## config.mk

```make
export PLATFORM = sky130hd
export DESIGN_NAME = udp_payload_sequencer
export DESIGN_NICKNAME = d
export VERILOG_FILES = /design/src/rtl/itch_pkg.sv /design/src/rtl/payload_realign_stage.sv /design/src/rtl/udp_payload_sequencer.sv
export SDC_FILE = /design/constraint.sdc
export NUM_CORES = 1
export LEC_CHECK = 0
export ABC_AREA = 1
export CORE_ASPECT_RATIO = 1.25
export CORE_MARGIN = 5
export CORE_UTILIZATION = 25
export DETAILED_ROUTE_END_ITERATION = 7
export RECOVER_POWER = 25
export REMOVE_ABC_BUFFERS = 1
export SETUP_SLACK_MARGIN = 0.02
export SLEW_MARGIN = 20
export SYNTH_ARGS = -nofsm -noshare
export SYNTH_HDL_FRONTEND = slang
export SYNTH_SLANG_ARGS = --single-unit
```

## constraint.sdc

```tcl
create_clock -name clk -period 7.2 [get_ports clk]
set_input_delay 1.08 -clock clk [delete_from_list [all_inputs] [get_ports clk]]
set_output_delay 1.08 -clock clk [all_outputs]
set_load 0.05 [all_outputs]
```

## src/rtl/itch_pkg.sv

```systemverilog
// Shared types and helpers for the UDP/ITCH front-end: sequencer states, header constants, keep helpers.
// No logic of its own; no latency; no backpressure.
package itch_pkg;

    typedef enum logic [2:0] {
        ST_IDLE,
        ST_HDR,
        ST_PAYLOAD,
        ST_FLUSH,
        ST_DROP
    } seq_state_t;

    localparam logic [15:0] ETH_IPV4_LE  = 16'h0008;
    localparam logic [7:0]  IP_PROTO_UDP = 8'h11;
    localparam logic [2:0]  PAYLOAD_BEAT = 3'd5;
    localparam logic [3:0]  PAYLOAD_OFS  = 4'd2;

    function automatic logic [3:0] keep_count(input logic [7:0] keep);
        logic [3:0] n;
        n = '0;
        for (int i = 0; i < 8; i++) begin
            n = n + {3'b000, keep[i]};
        end
        return n;
    endfunction

    function automatic logic [7:0] count_mask(input logic [3:0] n);
        logic [7:0] m;
        m = '0;
        for (int i = 0; i < 8; i++) begin
            m[i] = (4'(i) < n);
        end
        return m;
    endfunction

endpackage

```

## src/rtl/payload_realign_stage.sv

```systemverilog
// Shifts the UDP payload (frame byte 42 onward) by two bytes onto 8-byte word boundaries.
// Latency: one cycle from load/shift/flush to output. No backpressure: one word per control pulse.
module payload_realign_stage
    import itch_pkg::*;
(
    input  logic        clk,
    input  logic        rst,
    input  logic        i_load,
    input  logic        i_shift,
    input  logic        i_flush,
    input  logic        i_eop,
    input  logic [3:0]  i_k,
    input  logic [63:0] i_data,
    output logic        o_valid,
    output logic [63:0] o_data,
    output logic [7:0]  o_keep,
    output logic        o_eop
);

    logic [47:0] r_held;
    logic [3:0]  r_k;
    logic        r_valid;
    logic [63:0] r_data;
    logic [7:0]  r_keep;
    logic        r_eop;

    always_ff @(posedge clk) begin
        if (rst) begin
            r_held  <= '0;
            r_k     <= '0;
            r_valid <= 1'b0;
            r_data  <= '0;
            r_keep  <= '0;
            r_eop   <= 1'b0;
        end else begin
            r_valid <= i_shift | i_flush;
            r_data  <= '0;
            r_keep  <= '0;
            r_eop   <= 1'b0;
            if (i_flush) begin
                // r_k is the byte count of the frame's final beat
                r_data <= {16'h0000, r_held};
                r_keep <= count_mask(r_k - PAYLOAD_OFS);
                r_eop  <= 1'b1;
            end else if (i_shift) begin
                r_data <= {i_data[15:0], r_held};
                if (i_eop && (i_k <= PAYLOAD_OFS)) begin
                    r_keep <= count_mask(4'd8 - PAYLOAD_OFS + i_k);
                    r_eop  <= 1'b1;
                end else begin
                    r_keep <= 8'hFF;
                end
            end
            if (i_load | i_shift) begin
                r_held <= i_data[63:16];
                r_k    <= i_k;
            end
        end
    end

    assign o_valid = r_valid;
    assign o_data  = r_data;
    assign o_keep  = r_keep;
    assign o_eop   = r_eop;

endmodule

```

## src/rtl/udp_payload_sequencer.sv

```systemverilog
// Frame controller: indexes header beats for the decoders, filters non-IPv4/UDP frames, realigns UDP payload.
// Latency: dec_* and out_* one cycle after the accepted beat (flush word one cycle after the FLUSH state).
// No backpressure: every valid beat is consumed; idle gaps hold state.
module udp_payload_sequencer
    import itch_pkg::*;
#(
    parameter int MIN_HDR_BEATS = 6,
    parameter int CNT_W         = 16
) (
    input  logic             clk,
    input  logic             rst,
    input  logic             in_valid,
    input  logic             in_sop,
    input  logic             in_eop,
    input  logic [7:0]       in_keep,
    input  logic [63:0]      in_data,
    output logic             dec_valid,
    output logic [2:0]       dec_idx,
    output logic [63:0]      dec_data,
    output logic             out_valid,
    output logic [63:0]      out_data,
    output logic [7:0]       out_keep,
    output logic             out_eop,
    output logic             out_abort,
    output logic [CNT_W-1:0] frames_ok,
    output logic [CNT_W-1:0] frames_drop
);

    seq_state_t       r_state, w_state_nxt;
    logic [2:0]       r_bidx, w_bidx_nxt, w_bidx_inc, w_dec_idx;
    logic             r_dec_vld, w_dec_vld;
    logic [2:0]       r_dec_idx;
    logic [63:0]      r_dec_data;
    logic             r_abort, w_abort;
    logic [CNT_W-1:0] r_frames_ok, r_frames_drop;
    logic             w_ok_inc;
    logic [1:0]       w_drop_inc;
    logic             w_load, w_shift, w_flush;
    logic [3:0]       w_k;
    logic             w_hdr_bad;

    assign w_k        = keep_count(in_keep);
    assign w_bidx_inc = (r_bidx == 3'd6) ? 3'd6 : r_bidx + 3'd1;
    assign w_hdr_bad  = ((r_bidx == 3'd1) && (in_data[47:32] != ETH_IPV4_LE)) ||
                        ((r_bidx == 3'd2) && (in_data[63:56] != IP_PROTO_UDP));

    always_comb begin
        w_state_nxt = r_state;
        w_bidx_nxt  = r_bidx;
        w_dec_vld   = 1'b0;
        w_dec_idx   = r_bidx;
        w_abort     = 1'b0;
        w_ok_inc    = 1'b0;
        w_drop_inc  = 2'd0;
        w_load      = 1'b0;
        w_shift     = 1'b0;
        w_flush     = (r_state == ST_FLUSH);

        // FLUSH completes on its own cycle whether or not a beat arrives
        if (r_state == ST_FLUSH) begin
            w_ok_inc    = 1'b1;
            w_state_nxt = ST_IDLE;
        end

        if (in_valid) begin
            if (in_sop) begin
                w_dec_vld  = 1'b1;
                w_dec_idx  = 3'd0;
                w_bidx_nxt = 3'd1;
                if (r_state == ST_PAYLOAD) begin
                    w_abort    = 1'b1;
                    w_drop_inc = w_drop_inc + 2'd1;
                end
                if (r_state == ST_HDR) begin
                    w_drop_inc = w_drop_inc + 2'd1;
                end
                if (in_eop) begin
                    w_drop_inc  = w_drop_inc + 2'd1;
                    w_state_nxt = ST_IDLE;
                end else begin
                    w_state_nxt = ST_HDR;
                end
            end else begin
                case (r_state)
                    ST_HDR: begin
                        w_dec_vld  = 1'b1;
                        w_bidx_nxt = w_bidx_inc;
                        if (r_bidx == 3'(MIN_HDR_BEATS - 1)) begin
                            w_load = 1'b1;
                            if (!in_eop) begin
                                w_state_nxt = ST_PAYLOAD;
                            end else if (w_k <= PAYLOAD_OFS) begin
                                w_ok_inc    = 1'b1;
                                w_state_nxt = ST_IDLE;
                            end else begin
                                w_state_nxt = ST_FLUSH;
                            end
                        end else if (w_hdr_bad || in_eop) begin
                            w_drop_inc  = 2'd1;
                            w_state_nxt = in_eop ? ST_IDLE : ST_DROP;
                        end
                    end
                    ST_DROP: begin
                        w_dec_vld  = (r_bidx <= PAYLOAD_BEAT);
                        w_bidx_nxt = w_bidx_inc;
                        if (in_eop) begin
                            w_state_nxt = ST_IDLE;
                        end
                    end
                    ST_PAYLOAD: begin
                        w_shift = 1'b1;
                        if (in_eop) begin
                            if (w_k <= PAYLOAD_OFS) begin
                                w_ok_inc    = 1'b1;
                                w_state_nxt = ST_IDLE;
                            end else begin
                                w_state_nxt = ST_FLUSH;
                            end
                        end
                    end
                    default: begin
                    end
                endcase
            end
        end
    end

    always_ff @(posedge clk) begin
        if (rst) begin
            r_state       <= ST_IDLE;
            r_bidx        <= '0;
            r_dec_vld     <= 1'b0;
            r_dec_idx     <= '0;
            r_dec_data    <= '0;
            r_abort       <= 1'b0;
            r_frames_ok   <= '0;
            r_frames_drop <= '0;
        end else begin
            r_state       <= w_state_nxt;
            r_bidx        <= w_bidx_nxt;
            r_dec_vld     <= w_dec_vld;
            r_abort       <= w_abort;
            r_frames_ok   <= r_frames_ok + CNT_W'(w_ok_inc);
            r_frames_drop <= r_frames_drop + CNT_W'(w_drop_inc);
            if (w_dec_vld) begin
                r_dec_idx  <= w_dec_idx;
                r_dec_data <= in_data;
            end
        end
    end

    payload_realign_stage u_realign (
        .clk     (clk),
        .rst     (rst),
        .i_load  (w_load),
        .i_shift (w_shift),
        .i_flush (w_flush),
        .i_eop   (in_eop),
        .i_k     (w_k),
        .i_data  (in_data),
        .o_valid (out_valid),
        .o_data  (out_data),
        .o_keep  (out_keep),
        .o_eop   (out_eop)
    );

    assign dec_valid   = r_dec_vld;
    assign dec_idx     = r_dec_idx;
    assign dec_data    = r_dec_data;
    assign out_abort   = r_abort;
    assign frames_ok   = r_frames_ok;
    assign frames_drop = r_frames_drop;

endmodule

```

# [After elaboration in Yosys (flattened, before gate mapping)]
# Index checks and enable logic that the tools add are counted.
[classes] add_sub_neg=14 order_cmp=18 n_eq_ne=10 n_mux=54 bitwise=5 n_reduce_logical=10
[op_table] op="$mux 48" n=2
[op_table] op="$mux 3" n=13
[op_table] op="$lt 3x4->1 const A" n=8
[op_table] op="$mux 8" n=3
[op_table] op="$mux 1" n=23
[op_table] op="$mux 2" n=10
[op_table] op="$add 16x1->16" n=1
[op_table] op="$add 16x2->16" n=1
[op_table] op="$add 4x1->4" n=4
[op_table] op="$lt 1x4->1 const A" n=4
[op_table] op="$lt 2x4->1 const A" n=4
[op_table] op="$ne 16x4->1 const B" n=1
[op_table] op="$eq 3x2->1 const B" n=3
[op_table] op="$eq 3x3->1 const B" n=3
[op_table] op="$pmux 3 s3" n=1
[op_table] op="$ne 8x5->1 const B" n=1
[op_table] op="$eq 3x1->1 const B" n=2
[op_table] op="$reduce_or 3->1" n=2
[op_table] op="$add 2x1->2 const B" n=2
[op_table] op="$add 3x1->4" n=1
[op_table] op="$add 3x4->4 const A" n=1
[op_table] op="$le 4x2->1 const B" n=1
[op_table] op="$pmux 1 s2" n=2
[op_table] op="$sub 4x2->4 const B" n=1
[op_table] op="other kinds (11)" n=17
[word_totals] reg_bits=233 in_bits=77 out_inout_bits=175 elab_cells=126

# [Logic depth before layout (Yosys ltp)]
# Gate-level depths: netlist (run 1).
[depth] depth_word=15 mapped_depth=24 depth_no_buf=24

# [Cells and area by module]
# Synthesis (run 1) repeated with hierarchy kept, for this count alone.
[hier_totals] cells_unflattened=1077 hier_area_um2=8644.5
[by_module_without_submodules] module="udp_payload_sequencer" instances=1 cells_each=616 area_per_inst_um2=4608.2 seq_area_each_um2=2142.1
[by_module_without_submodules] module="payload_realign_stage" instances=1 cells_each=461 area_per_inst_um2=4036.4 seq_area_each_um2=2522.4

# [Worst setup path after synthesis (run 1)]
# OpenSTA, ideal clock, no wires.
[synth_path] kind="input-to-reg" from="in in_keep[0]" to="reg r_frames_ok[13] (netlist: frames_ok[13])" setup_time_ns=0.132 t_arrival_ns=5.259 required_time_ns=7.068 setup_slack_ns=1.810 stages=24 path_buffers=0 cell_sequence="fa_1 -> inv_1 -> fa_1 -> fa_1 -> inv_1 -> ha_1 -> fa_1 -> xnor2_1 -> ha_1 -> nand2_1 -> nand2_1 -> nand3_1 -> a21oi_1 -> mux2_2 -> ha_1 -> nand3_1 -> nor2_1 -> nand2_1 -> nor2_1 -> inv_1 -> nor2_1 -> nand2_1 -> nor3_1 -> nor3_1"
[synth_via] elab_chain_cells=15
[synth_rtl] element="from (decl)" line="udp_payload_sequencer.sv:15" source="input logic [7:0] in_keep,"
[synth_rtl] element="$add 1x1->2 (*)" line="itch_pkg.sv:22" source="n = n + {3'b000, keep[i]};"
[synth_rtl] element="$add 2x1->3 (*)" line="itch_pkg.sv:22"
[synth_rtl] element="$add 3x1->4 (*)" line="itch_pkg.sv:22"
[synth_rtl] element="$add 4x1->4 (*) (4 in a row)" line="itch_pkg.sv:22"
[synth_rtl] element="$le 4x2->1 (*)" line="udp_payload_sequencer.sv:92, udp_payload_sequencer.sv:113"
[synth_rtl] element="$mux 1 (*)" line="udp_payload_sequencer.sv:92, udp_payload_sequencer.sv:113"
[synth_rtl] element="$mux 1 (*)" line="udp_payload_sequencer.sv:90" source="if (!in_eop) begin"
[synth_rtl] element="$mux 1" line="udp_payload_sequencer.sv:88" source="if (r_bidx == 3'(MIN_HDR_BEATS - 1)) begin"
[synth_rtl] element="$pmux 1 s2 (*)" line="udp_payload_sequencer.sv:84" source="case (r_state)"
[synth_rtl] element="$mux 1 (*)" line="udp_payload_sequencer.sv:66" source="if (in_sop) begin"
[synth_rtl] element="$mux 1 (*)" line="udp_payload_sequencer.sv:65" source="if (in_valid) begin"
[synth_rtl] element="$add 16x1->16 (*)" line="udp_payload_sequencer.sv:143" source="r_frames_ok <= r_frames_ok + CNT_W'(w_ok_inc);"
[synth_rtl] element="to (signal assigned)" line="udp_payload_sequencer.sv:143"
[synth_rtl] element="to (decl)" line="udp_payload_sequencer.sv:35" source="logic [CNT_W-1:0] r_frames_ok, r_frames_drop;"
# Every way passes the cells marked *; elsewhere a longest branch is shown, timed or not.
# A chain may end at the register's enable or synchronous reset.

# [Final worst setup path (run 1)]
# Same ends and word-level chain as after synthesis.

==> results of run 1 <==
sequential cells by signal, summed over array words and instances, names as in the netlist:
name               count
dec_data              64
dec_idx                3
dec_valid              1
frames_drop           16
frames_ok             16
out_abort              1
r_bidx                 3
r_state                3
u_realign.o_data      64
u_realign.o_eop        1
u_realign.o_keep       8
u_realign.o_valid      1
u_realign.r_held      48
u_realign.r_k          4
metrics by stage:
| step | power [mW] | std cells | utilization (%) | instance area (sq um) |
|---|---|---|---|---|
| finish | 3.03 | 1716 | 36.2 | 12200 |
| global route | 3.17 | 1716 | 36.2 | 12200 |
| CTS | 3.09 | 1715 | 36.3 | 12200 |
| detailed placement | 1.74 | 1674 | 33.8 | 11400 |
| global placement | 1.74 | 1674 | 33.8 | 11400 |
| floorplan | 1.59 | 997 | - | 8310 |
how the worst max path moves through the flow:
stage | from | to | slack, ns | cells past startpoint
final | in_keep[0] | frames_ok[13] | 1.47 | 25
after global routing | in_keep[0] | frames_ok[13] | 0.93 | 25
after CTS | in_keep[0] | frames_ok[13] | 1.46 | 25
after detailed placement | in_keep[0] | frames_ok[13] | 0.92 | 25
after global placement | in_keep[0] | frames_ok[13] | 0.99 | 25
after floorplan | in_keep[0] | frames_ok[15] | 1.83 | 22
report_power, final:
part,switching (mW),leakage (nW),internal (mW)
combinational,0.239,2.53,0.131
clock,0.517,0.414,0.803
sequential,0.0158,1.89,1.32
total,0.772,4.83,2.25
worst max-delay path: cells and delay by family:
kind / cells / cell delay (ns)
AO/OA/AOI/OAI: 1 / 0.18
multiplexers: 1 / 0.18
XOR/XNOR: 1 / 0.32
AND/OR/NAND/NOR: 11 / 1.28
adder cells (fa/ha/maj): 7 / 2.47
buffers and inverters: 4 / 0.60
synthesized netlist by cell type:
library cell / n / area, sq um
nor3_4: 1 / 16.3
inv_1: 134 / 503
dfxtp_1: 233 / 4660
nand2_2: 1 / 6.26
o21ai_0: 134 / 671
o21ai_1: 10 / 50.1
a41oi_1: 1 / 8.76
ha_1: 16 / 200
a31oi_1: 6 / 37.5
a211oi_1: 3 / 22.5
nor3b_1: 4 / 30.0
o21ai_2: 1 / 8.76
clkbuf_1: 23 / 86.3
nor3_2: 1 / 10.0
xor2_1: 2 / 17.5
nor2_2: 8 / 50.1
nand4_1: 7 / 43.8
nand3_2: 1 / 10.0
nand3_1: 21 / 105
o21a_1: 1 / 7.51
buf_6: 4 / 45.0
or2_2: 1 / 6.26
nor4_1: 2 / 12.5
inv_4: 1 / 6.26
fa_1: 5 / 100
o22ai_1: 2 / 12.5
a21oi_4: 1 / 16.3
buf_2: 12 / 60.1
nor3_1: 11 / 55.1
nand2_4: 2 / 22.5
buf_8: 1 / 15.0
buf_4: 4 / 30.0
buf_1: 4 / 15.0
nor2_1: 187 / 702
xnor2_1: 4 / 35.0
inv_2: 8 / 30.0
nand2_1: 76 / 285
a21oi_1: 110 / 551
mux2_2: 1 / 11.3
clkinv_1: 1 / 3.75
cells by family (layout without fill, tap and decap cells):
family	after synthesis	after routing	synth area share, %
multiplexers	1	1	0.131
other	0	1	0
AND/OR/NAND/NOR	323	323	15.8
flip-flops	233	233	54.5
XOR/XNOR	6	6	0.614
adder cells (fa/ha/maj)	21	21	3.51
AO/OA/AOI/OAI	269	269	16.2
buffers and inverters	192	439	9.28
area by class of cell:
| class | count | area (sq um) | area share, % |
|---|---|---|---|
| diodes | 1 | 2.50 | 0.0205 |
| clock buffers | 34 | 719 | 5.89 |
| clock inverters | 7 | 121 | 0.994 |
| inverters | 144 | 544 | 4.46 |
| multi-input cells | 620 | 3090 | 25.3 |
| flip-flops and latches | 233 | 4660 | 38.2 |
| well taps | 423 | 529 | 4.34 |
| repair buffers | 254 | 2530 | 20.8 |
metal layers:
layer / track usage [%] / wire (um) / vias up
met5: 0 / 0 / -
met4: 3.56 / 514 / 0
met3: 3.75 / 2010 / 31
met2: 21.3 / 11500 / 239
met1: 14.1 / 10100 / 3451
li1: - / - / 3797
==> flow_metrics.py, run 1 <==
metrics = {
    "setup_path": {
        "rr_worst_depth": 8,
        "endpoint_kind": "register",
        "r2r_slack_ns": 3.40,
        "startpoint_type": "primary input",
        "max_stage_delay_ns": 0.54,
        "worstPathArrival_ns": 6.12,
        "cp_max_fo": 5,
        "critPathSlowestCell": "fa_1",
        "r2r-end": "dec_data[57]",
        "critical_path_class": "primary input to register",
        "cp.required_ns": 7.59,
        "rr_startpoint": "r_state[0]",
    },
    "cells_and_area": {
        "area_growth_pct": 42.5,
        "final_net_count": 1376,
        "final_common_cell": "dfxtp_1",
        "drive_gt1_share_pct": 5.03,
        "final_cell_mix": "233 x dfxtp_1, 188 x nor2_1, 158 x clkdlybuf4s50_1",
        "n_fill_cell": 3436,
    },
    "detailed_routing": {
        "drt_pass1_iterations": 4,
        "postRouteWirelength_um": 24200,
        "drc_errors": 0,
        "drtAntennaViolNets": 0,
        "dr_total_vias": 7518,
        "viasPerCell": 4.38,
        "drt_iter0_markers": 284,
        "wl_per_cell_um": 14.1,
    },
    "timing": {
        "worst_slew_pin_slew_ns": 1.73,
        "fin_skew_ns": 0.0226,
        "setup-violations-final": 0,
        "slew_headroom_pct": -15.9,
        "rsz0062_at_grt": "no",
        "min_period_over_period_pct": 79.5,
        "max_freq_mhz": 175,
        "fin_tns_setup_ns": 0,
        "hold_slack_ns": 0.421,
        "finalHoldViolCount": 0,
        "fin_ws_ns": 1.47,
        "drv_slew": 47,
        "min_period_ns": 5.73,
    },
    "global_routing": {
        "grt_pass1_wl_um": 38000,
        "gr-total-overflow": 0,
        "grt_pass1_vias": 7176,
        "grt_antenna_before_repair": 1,
        "grt_max_degree": 88,
        "grtUsageTotal_pct": 12.1,
    },
    "clock_tree": {
        "htreeDepth": 1,
        "cts_resized": 0,
        "hold_buffers": 0,
        "cts_tree": "done",
        "postCtsSetupBuffers": 0,
        "clk_path_buf_depth": 3,
        "clk_pin_slew_ns": 0.06,
        "worst_skew_pair.late_latency_ns": 0.53,
        "clock_sinks": 233,
        "cts-buffers-inserted": 25,
        "clockRootBuffer": "clkbuf_16",
    },
    "placement": {
        "dp.final_hpwl_um": 16700,
        "portBuffers": 251,
        "place.gp.congestion": 0.796,
        "preCtsSetupSlack_ns": 0.919,
    },
    "hold_path": {
        "min_delay_path_depth": 2,
        "hold_path.class": "register to register",
        "hold_end": "u_realign.o_data[45]",
        "hp-start": "u_realign.r_held[45]",
    },
    "synthesis": {
        "netlist-cell-type-count": 40,
        "synth-seq-cells": 233,
        "synth_cells": 1045,
        "ys_seq_area_share_pct": 54.5,
        "syn_avg_cell_area_sq_um": 8.19,
        "yosysWarningCount": 0,
        "netlist_area_sq_um": 8560,
    },
    "floorplanning": {
        "fp.dieH_um": 217,
        "ios": 252,
        "fp.coreArea_sq_um": 33700,
        "rows": 75,
        "initial_core_util_pct": 25.4,
        "die_area_sq_um": 38100,
        "die_x_um": 176,
    },
    "power": {
        "p_per_area_nw_per_um2": 248,
        "leakagePower_nw": 4.83,
        "irDropWorstVdd_uv": 149,
    },
    "run_status": {
        "failed_checks": "max-capacitance violations, max-slew violations",
        "status": "complete, but fails checks",
    },
    "job": {
        "maxCapViolations": 1,
    },
}
Power figures use the tool's default switching activity.
==> inputs of run 2 (changes only) <==
- clock period: 7.2 -> 4.66 ns (I/O delays scaled with it)
==> flow_metrics.py, run 2 (synthesis gave the netlist of run 1 again) <==
metrics = {
    "run_status": {
        "status": "complete, but fails checks",
        "failed_checks": "max-capacitance violations, max-slew violations",
    },
    "timing": {
        "max_freq_mhz": 225,
        "drv_slew": 47,
        "fin_ws_ns": 0.209,
        "min_period_over_period_pct": 95.5,
        "setup-violations-final": 0,
        "finalHoldViolCount": 0,
        "fin_tns_setup_ns": 0,
        "slew_headroom_pct": -16.0,
        "fin_skew_ns": 0.0132,
        "min_period_ns": 4.45,
        "worst_slew_pin_slew_ns": 1.74,
    },
    "cells_and_area": {
        "area_growth_pct": 44.8,
        "final_cell_mix": "233 x dfxtp_1, 183 x nor2_1, 179 x clkdlybuf4s50_1",
        "final_common_cell": "dfxtp_1",
        "diodes": 0,
        "final_net_count": 1397,
        "drive_gt1_share_pct": 7.92,
        "final_cells": 1736,
        "final_util_pct": 36.8,
        "fin_area_sq_um": 12400,
    },
    "setup_path": {
        "max_stage_delay_ns": 0.51,
        "cp_max_fo": 3,
        "cp_num_cells": 25,
        "critical_path_class": "primary input to register",
        "endpoint_kind": "register",
        "rr_worst_depth": 8,
        "critPathLaunch": "in_keep[0]",
        "rr_startpoint": "r_state[0]",
        "path_buf_inv": 4,
        "cp.required_ns": 5.06,
        "critPathSlowestCell": "fa_1",
        "worstPathArrival_ns": 4.85,
        "startpoint_type": "primary input",
        "path_delay_family": "adder cells",
    },
    "floorplanning": {
        "ios": 252,
        "initial_core_util_pct": 25.4,
        "die_area_sq_um": 38100,
        "die_x_um": 176,
        "rows": 75,
        "fp.coreArea_sq_um": 33700,
        "fp.dieH_um": 217,
    },
    "clock_tree": {
        "hold_buffers": 0,
        "cts_tree": "done",
        "clock_sinks": 233,
        "clk_path_buf_depth": 3,
        "htreeDepth": 1,
        "clk_pin_slew_ns": 0.06,
        "worst_skew_pair.late_latency_ns": 0.53,
        "cts-buffers-inserted": 25,
        "clockRootBuffer": "clkbuf_16",
    },
    "global_routing": {
        "grt_pass1_wl_um": 38700,
        "grt_pass1_vias": 7377,
        "grtUsageTotal_pct": 12.2,
        "grt_antenna_before_repair": 1,
        "gr-total-overflow": 0,
        "grt_max_degree": 88,
    },
    "detailed_routing": {
        "drt_pass1_iterations": 4,
        "viasPerCell": 4.32,
        "drt_iter0_markers": 268,
        "drc_errors": 0,
        "dr_total_vias": 7501,
        "postRouteWirelength_um": 24500,
        "wl_per_cell_um": 14.1,
        "drtAntennaViolNets": 0,
    },
    "hold_path": {
        "min_delay_path_depth": 2,
        "hp-start": "u_realign.r_held[41]",
        "hold_path.class": "register to register",
    },
    "placement": {
        "dp.final_hpwl_um": 16900,
        "dpl.cell_count": 1689,
        "preCtsSetupSlack_ns": -1.02,
        "place_area_sq_um": 11500,
        "portBuffers": 251,
        "place.gp.congestion": 0.771,
    },
    "power": {
        "irDropWorstVdd_uv": 301,
        "leakagePower_nw": 4.83,
        "p_per_area_nw_per_um2": 372,
    },
    "job": {
        "maxCapViolations": 1,
    },
}
run 2: report_power, final:
| part | leakage [nW] | internal, mW | switching, mW | total (mW) |
|---|---|---|---|---|
| combinational | 2.56 | 0.262 | 0.387 | 0.649 |
| sequential | 1.89 | 2.04 | 0.0245 | 2.06 |
| clock | 0.384 | 1.11 | 0.789 | 1.90 |
run 2: repair_timing:
action | CTS | global route
pin swaps | 15 | 13
resized for setup | 28 | 19
setup endpoints to repair | 10 | 8
buffers inserted | 4 | 2
hold endpoints to repair | 0 | 0
run 2: stage by stage:
step           hold WS (ns)  power, mW
5_1_grt               0.442       4.82
2_1_floorplan         0.405       2.46
4_1_cts               0.420       4.70
3_3_place_gp          0.410       2.73
6_report              0.422       4.61
3_5_place_dp          0.411       2.74
run 2: layer usage:
metal  routed length, um  track usage, %  up-vias
met5                  13               0        -
met4                 573            3.41        2
met3                1930            3.59       37
met2               11700            22.0      218
met1               10300            14.2     3402
li1                    -               -     3842
run 2: worst paths after layout:
check / endpoint / slack, ns
max reg2reg: dec_data[57] / 0.61
max: frames_ok[13] / 0.21
min reg2reg: u_realign.o_data[41] / 0.42
min: u_realign.o_data[41] / 0.42
run 2: layout make-up:
class	count	area, sq um
sequential	233	4660
clock inverter	6	58.8
clock buffer	35	713
fill	3408	21300
tap	423	529
timing repair buffer	275	2680
multi-input combinational	620	3210
inverter	144	546
run 2: tightest hold or removal path, stage by stage, from the launching register on:
cell	delay (ns)
dfxtp_1	0.30
inv_1	0.04
nor2_1	0.03
